==> config.mk <==
export PLATFORM = sky130hd
export DESIGN_NAME = a_burst_wr_ctrl
export DESIGN_NICKNAME = d
export VERILOG_FILES = /design/src/rtl/a_ctrl_pkg.sv /design/src/rtl/a_burst_wr_ctrl_watchdog.sv /design/src/rtl/a_burst_wr_ctrl.sv
export SDC_FILE = /design/constraint.sdc
export NUM_CORES = 1
export LEC_CHECK = 0
export ABC_CLOCK_PERIOD_IN_PS = 2500
export CAP_MARGIN = 0
export CORE_ASPECT_RATIO = 0.6
export CORE_MARGIN = 2
export CORE_UTILIZATION = 42
export CTS_CLUSTER_SIZE = 24
export DETAILED_ROUTE_END_ITERATION = 10
export GPL_ROUTABILITY_DRIVEN = 0
export PLACE_DENSITY = 0.77
export SLEW_MARGIN = 20
export SYNTH_ARGS = -nofsm -noshare
export SYNTH_HDL_FRONTEND = slang
export SYNTH_SLANG_ARGS = --single-unit
==> constraint.sdc <==
create_clock -name clk_ref -period 2.5 [get_ports clk_ref]
set_clock_uncertainty 0.15 [all_clocks]
set_input_delay 0.625 -clock clk_ref [delete_from_list [all_inputs] [get_ports clk_ref]]
set_output_delay 0.625 -clock clk_ref [all_outputs]
set_load 0.05 [all_outputs]
==> src/rtl/a_ctrl_pkg.sv <==
// Shared types and default constants for the burst write controller.
package a_ctrl_pkg;

    localparam int DEF_TIMEOUT_CYCLES = 500000;
    localparam int DEF_LEN_W          = 8;
    localparam int DEF_ADDR_W         = 10;
    localparam int DEF_DATA_W         = 32;

    typedef enum logic [1:0] {
        IDLE = 2'd0,
        RECV = 2'd1,
        DONE = 2'd2,
        ERR  = 2'd3
    } state_t;

    // Counter width able to hold 0..n-1, never narrower than one bit.
    function automatic int wd_width(input int n);
        return (n > 1) ? $clog2(n) : 1;
    endfunction

endpackage

==> src/rtl/a_burst_wr_ctrl_watchdog.sv <==
// Inactivity watchdog: counts idle enabled cycles and flags when the limit is reached.
module a_inact_watchdog
    import a_ctrl_pkg::*;
#(
    parameter int TIMEOUT_CYCLES = DEF_TIMEOUT_CYCLES
) (
    input  logic clk_ref,
    input  logic rst_n,
    input  logic en_i,
    input  logic kick_i,
    output logic expire_o
);

    localparam int            CW   = wd_width(TIMEOUT_CYCLES);
    localparam logic [CW-1:0] LAST = CW'(TIMEOUT_CYCLES - 1);

    logic [CW-1:0] count;

    // Saturates at LAST so a held expiry never wraps back to zero.
    always_ff @(posedge clk_ref or negedge rst_n) begin
        if (!rst_n) begin
            count <= '0;
        end else if (kick_i || !en_i) begin
            count <= '0;
        end else if (count != LAST) begin
            count <= count + CW'(1);
        end
    end

    assign expire_o = en_i && !kick_i && (count == LAST);

endmodule

==> src/rtl/a_burst_wr_ctrl.sv <==
// Burst write controller: accepts a length/address command, then writes incoming words to memory.
// Optional inactivity timeout is compiled in with A_BURST_WR_CTRL_TIMEOUT_EN.
module a_burst_wr_ctrl
    import a_ctrl_pkg::*;
#(
    parameter int TIMEOUT_CYCLES = DEF_TIMEOUT_CYCLES,
    parameter int LEN_W          = DEF_LEN_W,
    parameter int ADDR_W         = DEF_ADDR_W,
    parameter int DATA_W         = DEF_DATA_W
) (
    input  logic              clk_ref,
    input  logic              rst_n,
    input  logic              cmd_valid_i,
    output logic              cmd_ready_o,
    input  logic [LEN_W-1:0]  cmd_len_i,
    input  logic [ADDR_W-1:0] cmd_addr_i,
    input  logic              data_valid_i,
    input  logic [DATA_W-1:0] data_i,
    output logic              mem_we_o,
    output logic [ADDR_W-1:0] mem_addr_o,
    output logic [DATA_W-1:0] mem_data_o,
    output logic [LEN_W-1:0]  rcv_cnt_o,
    output logic              done_o,
    output logic              erreur_timeout_o,
    input  logic              clear_i
);

    state_t            state;
    state_t            next_state;
    logic [LEN_W-1:0]  len;
    logic [ADDR_W-1:0] base;
    logic              start;
    logic              accept;
    logic              last_word;
    logic              expire;

    // An abort request takes precedence over a word arriving in the same cycle.
    assign start     = (state == IDLE) && cmd_valid_i;
    assign accept    = (state == RECV) && data_valid_i && !clear_i;
    assign last_word = accept && ((rcv_cnt_o + LEN_W'(1)) == len);

    always_ff @(posedge clk_ref or negedge rst_n) begin
        if (!rst_n) begin
            state <= IDLE;
        end else begin
            state <= next_state;
        end
    end

    always_comb begin
        next_state  = state;
        cmd_ready_o = 1'b0;
        case (state)
            IDLE: begin
                cmd_ready_o = 1'b1;
                if (cmd_valid_i) begin
                    next_state = (cmd_len_i == '0) ? DONE : RECV;
                end
            end
            RECV: begin
                if (clear_i) begin
                    next_state = IDLE;
                end else if (last_word) begin
                    next_state = DONE;
                end else if (!accept && expire) begin
                    next_state = ERR;
                end
            end
            DONE: next_state = IDLE;
            ERR: begin
                if (clear_i) begin
                    next_state = IDLE;
                end
            end
            default: next_state = IDLE;
        endcase
    end

    // Write port and done pulse are registered so done_o lines up with the final write.
    always_ff @(posedge clk_ref or negedge rst_n) begin
        if (!rst_n) begin
            mem_we_o   <= 1'b0;
            mem_addr_o <= '0;
            mem_data_o <= '0;
            rcv_cnt_o  <= '0;
            done_o     <= 1'b0;
            len        <= '0;
            base       <= '0;
        end else begin
            mem_we_o <= accept;
            done_o   <= (next_state == DONE);
            if (start) begin
                len       <= cmd_len_i;
                base      <= cmd_addr_i;
                rcv_cnt_o <= '0;
            end
            if (accept) begin
                mem_addr_o <= base + ADDR_W'(rcv_cnt_o);
                mem_data_o <= data_i;
                rcv_cnt_o  <= rcv_cnt_o + LEN_W'(1);
            end
        end
    end

`ifdef A_BURST_WR_CTRL_TIMEOUT_EN
    a_inact_watchdog #(
        .TIMEOUT_CYCLES(TIMEOUT_CYCLES)
    ) u_watchdog (
        .clk_ref (clk_ref),
        .rst_n   (rst_n),
        .en_i    (state == RECV),
        .kick_i  (start || accept),
        .expire_o(expire)
    );

    always_ff @(posedge clk_ref or negedge rst_n) begin
        if (!rst_n) begin
            erreur_timeout_o <= 1'b0;
        end else begin
            erreur_timeout_o <= (next_state == ERR);
        end
    end
`else
    assign expire           = 1'b0;
    assign erreur_timeout_o = 1'b0;
`endif

endmodule
# After elaboration in Yosys (flattened, before gate mapping)
# Index checks and enable logic that the tools add are counted.
classes:
  muxes: 9
  add_sub_neg: 2
  reduce_logical: 8
  n_eq_ne: 5
op_table:
  columns: ["operator", "count"]
  rows:
  - ["8-bit two-way mux", 2]
  - ["10-bit by 8-bit adder with 10-bit output", 1]
  - ["2-bit two-way mux", 5]
  - ["8-bit by 1-bit adder with 8-bit output (second input constant)", 1]
  - ["8-bit == test", 1]
  - ["8-bit logical NOT", 1]
  - ["2-bit one-hot mux with 4 select lines", 1]
  - ["2-bit == test (second input constant)", 3]
  - ["1-bit logical AND", 4]
  - ["2-bit by 1-bit == test with 1-bit output (second input constant)", 1]
  - ["2-bit logical NOT", 1]
  - ["2-bit nonzero test", 1]
  - ["1-bit logical NOT", 1]
  - ["1-bit two-way mux", 1]
totals:
  regBits: 72
  out_inout_bits: 54
  elab_cells: 32
  input_bits: 55

# Logic depth before layout (Yosys ltp)
# Gate-level depths: netlist of the first run.
logic_depth:
  ltp_word: 8
  ltp_mapped: 9
  depth_no_buf: 9

# Worst setup path before layout of the first run
# No wires, ideal clock.
synth_path:
  kind: "reg-to-reg"
  from: "register rcv_cnt_o[0]"
  to: "register mem_addr_o[8]"
  synth_period_minus_slack_ps: 2721
  slack_ps: -221
  n_path_buf: 0
  t_required_ps: 2219
  t_arrival_ps: 2439
  setup_time_ps: 131
  stages_incl_launch_ff: 10
  cell_sequence: "dfrtp_1 ha_1 inv_1 fa_1 nor2b_1 o21ai_0 a21boi_2 o211ai_1 and4b_1 or3_1"
synth_via:
  elab_chain_cells: 1
synth_rtl:
  columns: ["element", "line", "text"]
  rows:
  - ["start: declaration", "a_burst_wr_ctrl.sv:22", "output logic [LEN_W-1:0] rcv_cnt_o,"]
  - ["start signal: assignment", "a_burst_wr_ctrl.sv:100", "rcv_cnt_o <= rcv_cnt_o + LEN_W'(1);"]
  - ["10-bit by 8-bit adder with 10-bit output", "a_burst_wr_ctrl.sv:98", "mem_addr_o <= base + ADDR_W'(rcv_cnt_o);"]
  - ["end signal: assignment", "a_burst_wr_ctrl.sv:98", null]
  - ["end: declaration", "a_burst_wr_ctrl.sv:20", "output logic [ADDR_W-1:0] mem_addr_o,"]
# Every way passes these cells.
# A chain may end at the register's enable or synchronous reset.

# Worst setup path in the final report of the first run
layout_path:
  from: "register rcv_cnt_o[7]"
  to: "output rcv_cnt_o[7]"
# No word-level cell between the ends.

==> results of run 1 <==
==> final cells by class <==
class | count | area, um^2
well taps | 108 | 135.1
clock inverters | 1 | 5.005
flip-flops and latches | 72 | 1804
repair buffers | 121 | 1180
clock buffers | 12 | 256.5
fillers | 680 | 2955
multi-input cells | 252 | 1509
inverters | 10 | 37.54
==> power by group <==
group	internal, mW	switching, mW	total [mW]
clock network	0.706	0.446	1.15
logic	0.698	1.21	1.91
registers	1.45	0.200	1.65
==> synthesized netlist by cell type (2+ instances only) <==
master,instances
a21o_1,2
a21oi_1,6
a22o_1,2
a31oi_1,2
and2_1,2
buf_1,3
buf_2,6
buf_4,2
clkbuf_1,6
dfrtp_1,72
ha_1,9
inv_1,10
mux2_2,17
mux2i_1,3
nand2_1,120
nand3_1,6
nand3b_1,2
nand4b_1,2
nor2_1,7
nor3_1,3
nor3b_1,2
nor4_1,2
o211ai_1,3
o21ai_0,22
o21ai_1,2
o31ai_1,4
or3_1,3
xnor2_1,5
xor2_1,8
==> flip-flops by register name (all words and copies together), names as in the netlist <==
signal	flops
mem_addr_o	10
base	10
len	8
mem_we_o	1
state	2
done_o	1
rcv_cnt_o	8
mem_data_o	32
==> cell families after synthesis <==
group,synth area share
AND/OR/NAND/NOR,0.2040
adder cells (fa/ha/maj),0.03890
other,0.001100
flip-flops,0.5284
AO/OA/AOI/OAI,0.09174
buffers and inverters,0.03743
XOR/XNOR,0.03339
multiplexers,0.06495
==> layer usage <==
| metal | GRT usage | up-vias | share of wire | wire length (um) |
|---|---|---|---|---|
| met1 | 0.2712 | 1371 | 0.47 | 4061 |
| met2 | 0.3138 | 91 | 0.44 | 3752 |
| li1 | - | 1403 | - | - |
| met3 | 0.08540 | 9 | 0.080 | 684 |
| met4 | 0.05297 | 0 | 0.0090 | 77 |
| met5 | 0 | - | 0 | 0 |
==> metrics by stage <==
stage	std cells	hold WS, ns	utilization	setup WS (ns)
after floorplan	352	0.1794	-	0.005317
after global placement	562	0.3080	0.5905	0.1534
after detailed placement	562	0.3155	0.5905	0.07413
after CTS	575	0.06436	0.6235	0.02375
after global routing	576	0.07455	0.6251	0.007281
final	576	0.05317	0.6251	0.06882
==> timing repair <==
item | CTS | global route
endpoints found under the hold margin | 0 | 0
pin swaps | 0 | 1
setup endpoints to repair | 1 | 3
resized for setup | 1 | 2
hold buffers | 0 | 0
buffers inserted | 0 | 1
==> worst paths after layout <==
| kind | slack (ns) | depth (start not counted) | from | endpoint |
|---|---|---|---|---|
| setup reg to reg | 0.10 | 9 | base[0] | mem_addr_o[8] |
| max in group asynchronous | 1.57 | 2 | rst_n | rcv_cnt_o[1] |
| min in group clk_ref | 0.32 | 2 | mem_data_o[15] | mem_data_o[15] |
| setup / recovery | 0.07 | 1 | rcv_cnt_o[7] | rcv_cnt_o[7] |
| hold reg to reg | 0.32 | 2 | mem_data_o[15] | mem_data_o[15] |
| hold / removal | 0.05 | 1 | rst_n | rcv_cnt_o[5] |
==> results_dict.tcl, run 1 <==
set metrics [dict create \
    critPathKind "reg2out" \
    netlist-cell-type-count 48 \
    period_share 0.9725 \
    viasPerCell 4.990 \
    post_drt_wl_per_cell_um 14.89 \
    first_iter_violations 177 \
    synthToLayoutAreaGrowth_pct 44.51 \
    synth_area_mm2 0.003410 \
    finalPower_mw 4.713 \
    worst_pin_slew_ns 0.5318 \
    final_cell_mix "120 x nand2_1, 99 x clkdlybuf4s50_1, 70 x dfrtp_1" \
    boundaryPins 109 \
    root_buffer "clkbuf_16" \
    yosysTopAreaCell "dfrtp_1" \
    synthFlopType "dfrtp_1" \
    max_stage_delay_ns 0.85 \
    end_kind "output port" \
    initial_core_util 0.4325 \
    grt_overflow 0 \
    final_common_cell "nand2_1" \
    rsz0062_at_grt "no" \
    grt_max_degree 47 \
    crit_chain "clkdlybuf4s50_1" \
    syn_nets 417 \
    grt_pass1_wl_um 13750 \
    fp.dieH_um 73.79 \
    cts_tree "done" \
    cts.clk_slew.worst_paths_ns 0.05 \
    drive_above_1_share 0.1282 \
    cts_buffer_depth 2 \
    yosys-top-cells-area "dfrtp_1 53%, nand2_1 13%, mux2_2 5.6%" \
    synth_edf_count 0 \
    htreeDepth 3 \
    yosysSeqAreaShare 0.5284 \
    insertedDiodeCount 0 \
    track_usage 0.2048 \
    period_needed_ns 2.431 \
    drc 0 \
    powerDensity_mw_per_mm2 956.5 \
    async_flop_share 1.000 \
    dr.pass1.iters 4 \
    insertion_delay_ns 0.34 \
    crit_arrival_ns 1.66 \
    hpwl_um 6402 \
    core_area_mm2 0.007883 \
    ant_nets 0 \
    final_max_slew_viol_count 0 \
    leakagePower_nw 2.297 \
    fin_area_mm2 0.004927 \
    slew_headroom 0.6443 \
    fmax_mhz 411.3 \
    worst-path-buf-inv 1 \
    crit_slowest_cell "clkdlybuf4s50_1" \
    postSynthAreaPerCell_um2 9.686 \
    ys_ff_latch 72 \
    row_count 25 \
    die_w_um 120.3 \
    dieArea_mm2 0.008878 \
    placed_area_mm2 0.004654 \
    grt_pass1_vias 2858 \
    status "finished clean" \
    startpoint_type "flip-flop" \
    fin_nets 531 \
    fin_setup_tns_ns 0 \
    finalHoldViolCount 0 \
    peakVddDrop_uv 661.1 \
    wirelength_um 8575 \
    hp-class "in2async" \
    ys.warnings.count 0 \
    setup_viol 0 \
    maxCapViolations 0 \
    cp_data_required_time_ns 1.73 \
    synthCells 352 \
    via_count 2874 \
    cts_sinks 72 \
    crit_fanout 7 \
    cts_buffers 9 \
    io_buffers 107 \
    critPathTopFamily "buffers and inverters" \
    antenna_found_initial 0 \
    synth_top_cell_area_share 0.5284 \
]
No activity file was read; power rests on OpenSTA's default activity.
==> inputs of run 2 (changes only) <==
- ABC_AREA: unset -> 1
==> results_dict.tcl, run 2 <==
set metrics [dict create \
    status "finished clean" \
    rsz0062_at_grt "no" \
    ys_ff_latch 72 \
    final_cell_mix "186 x nand2_1, 105 x clkdlybuf4s50_1, 72 x dfrtp_1" \
    boundaryPins 109 \
    critPathKind "reg2out" \
    wirelength_um 8860 \
    cts.clk_slew.worst_paths_ns 0.06 \
    end_kind "output port" \
    grt_overflow 0 \
    hold-worst-slack_ns 0.08128 \
    htreeDepth 3 \
    postSynthAreaPerCell_um2 8.142 \
    slew_headroom 0.6517 \
    p_seq_frac 0.331 \
    cts_buffer_depth 2 \
    grt_pass1_wl_um 14790 \
    regMostFlops "mem_data_o" \
    synth_area_mm2 0.003387 \
    fp.dieH_um 73.56 \
    critPathTopFamily "buffers and inverters" \
    synthToLayoutAreaGrowth_pct 46.55 \
    fin_area_mm2 0.004964 \
    root_buffer "clkbuf_16" \
    fmax_mhz 405.2 \
    insertion_delay_ns 0.33 \
    maxCapViolations 0 \
    ant_nets 0 \
    setup_viol 0 \
    yosysTopAreaCell "dfrtp_1" \
    dieArea_mm2 0.008822 \
    synth.most_common_cell "nand2_1" \
    cts-resized-gates 0 \
    cts_sinks 72 \
    switching_share 0.3947 \
    fin_setup_tns_ns 0 \
    startpoint_type "flip-flop" \
    insertedDiodeCount 0 \
    synth_common_cells "186 x nand2_1, 72 x dfrtp_1, 30 x inv_1, 17 x nand3_1, 16 x o21ai_0" \
    synth_edf_count 0 \
    placed_area_mm2 0.004636 \
    period_share 0.9871 \
    die_w_um 119.9 \
    period_needed_ns 2.468 \
    drc 0 \
    pwr-share-comb 0.385 \
    worst_pin_slew_ns 0.5209 \
    worst-path-buf-inv 1 \
    largest_register_ffs 32 \
    core_area_mm2 0.007851 \
    powerDensity_mw_per_mm2 990.1 \
    io_buffers 107 \
    syn_nets 481 \
    dpl_worst_slack_ns 0.2296 \
    cts_tree "done" \
    final_max_slew_viol_count 0 \
    p_int_mw 2.974 \
    synth_top_cell_area_share 0.5320 \
    hold_buffers 0 \
    antenna_found_initial 0 \
    grt_pass1_vias 3023 \
    crit_arrival_ns 1.69 \
    yosys-top-cells-area "dfrtp_1 53%, nand2_1 21%, ha_1 3.3%" \
    crit_chain "clkdlybuf4s50_1" \
    max_stage_delay_ns 0.87 \
    peakVddDrop_uv 618.3 \
    finalHoldViolCount 0 \
    cp_data_required_time_ns 1.73 \
    leakagePower_nw 2.419 \
    netlist-cell-type-count 29 \
    yosysSeqAreaShare 0.5320 \
    ys.warnings.count 0 \
    via_count 3048 \
    dr.pass1.iters 5 \
    crit_slowest_cell "clkdlybuf4s50_1" \
    hpwl_um 6739 \
    cts_buffers 9 \
    row_count 25 \
    layout_top_registers "mem_data_o x32, base x10, mem_addr_o x10" \
    fin_ws_ns 0.03231 \
    crit_fanout 8 \
    track_usage 0.2158 \
    finalPower_mw 4.914 \
    fin_nets 594 \
    synthCells 416 \
    viasPerCell 4.748 \
    post_drt_wl_per_cell_um 13.80 \
    drive_above_1_share 0.09176 \
    p_switching_mw 1.940 \
    initial_core_util 0.4314 \
    post_cts_buffers 0 \
    clockPowerShare 0.283 \
    async_flop_share 1.000 \
    hp-class "in2async" \
    first_iter_violations 201 \
    grt_max_degree 42 \
    synthFlopType "dfrtp_1" \
    final_common_cell "nand2_1" \
]
-- run 2: kinds of logic after synthesis --
kind of cell / Yosys count / share of synthesized area
AND/OR/NAND/NOR: 241 / 0.2959
flip-flops: 72 / 0.5320
buffers and inverters: 47 / 0.05394
AO/OA/AOI/OAI: 40 / 0.06502
adder cells (fa/ha/maj): 10 / 0.03916
XOR/XNOR: 5 / 0.01293
other: 1 / 0.001107
-- run 2: metal layers --
layer  GRT usage  part of all wire
met1      0.3200              0.50
met2      0.3049              0.41
met3     0.05590             0.078
met4     0.07712             0.015
met5           0                 0
-- run 2: power by group through the flow --
stage / registers [mW] / logic, mW / clock network [mW]
after floorplan: 2.38 / 0.435 / 0
after global placement: 1.64 / 1.88 / 0
after detailed placement: 1.65 / 1.90 / 0
after CTS: 1.63 / 1.91 / 1.42
after global routing: 1.66 / 2.02 / 1.47
final: 1.63 / 1.89 / 1.39
-- run 2: cell type report --
type	count	area (um^2)
tap	108	135.1
sequential	72	1802
multi-input combinational	297	1408
clock inverter	7	102.6
timing repair buffer	115	1164
fill	673	2888
clock buffer	9	225.2
inverter	34	127.6
-- run 2: final timing paths --
kind / cells after the start / from / slack (ns) / endpoint
max in group asynchronous: 2 / rst_n / 1.55 / len[0]
setup / recovery: 1 / rcv_cnt_o[0] / 0.03 / rcv_cnt_o[0]
hold / removal: 1 / rst_n / 0.08 / len[5]
hold reg to reg: 2 / mem_data_o[4] / 0.32 / mem_data_o[4]
setup reg to reg: 9 / rcv_cnt_o[0] / 0.31 / mem_addr_o[6]
min in group clk_ref: 2 / mem_data_o[4] / 0.32 / mem_data_o[4]
-- run 2: metrics by stage --
stage / instances / util
floorplan: 416 / -
global placement: 626 / 0.5904
detailed placement: 626 / 0.5904
CTS: 642 / 0.6322
global route: 642 / 0.6322
finish: 642 / 0.6322
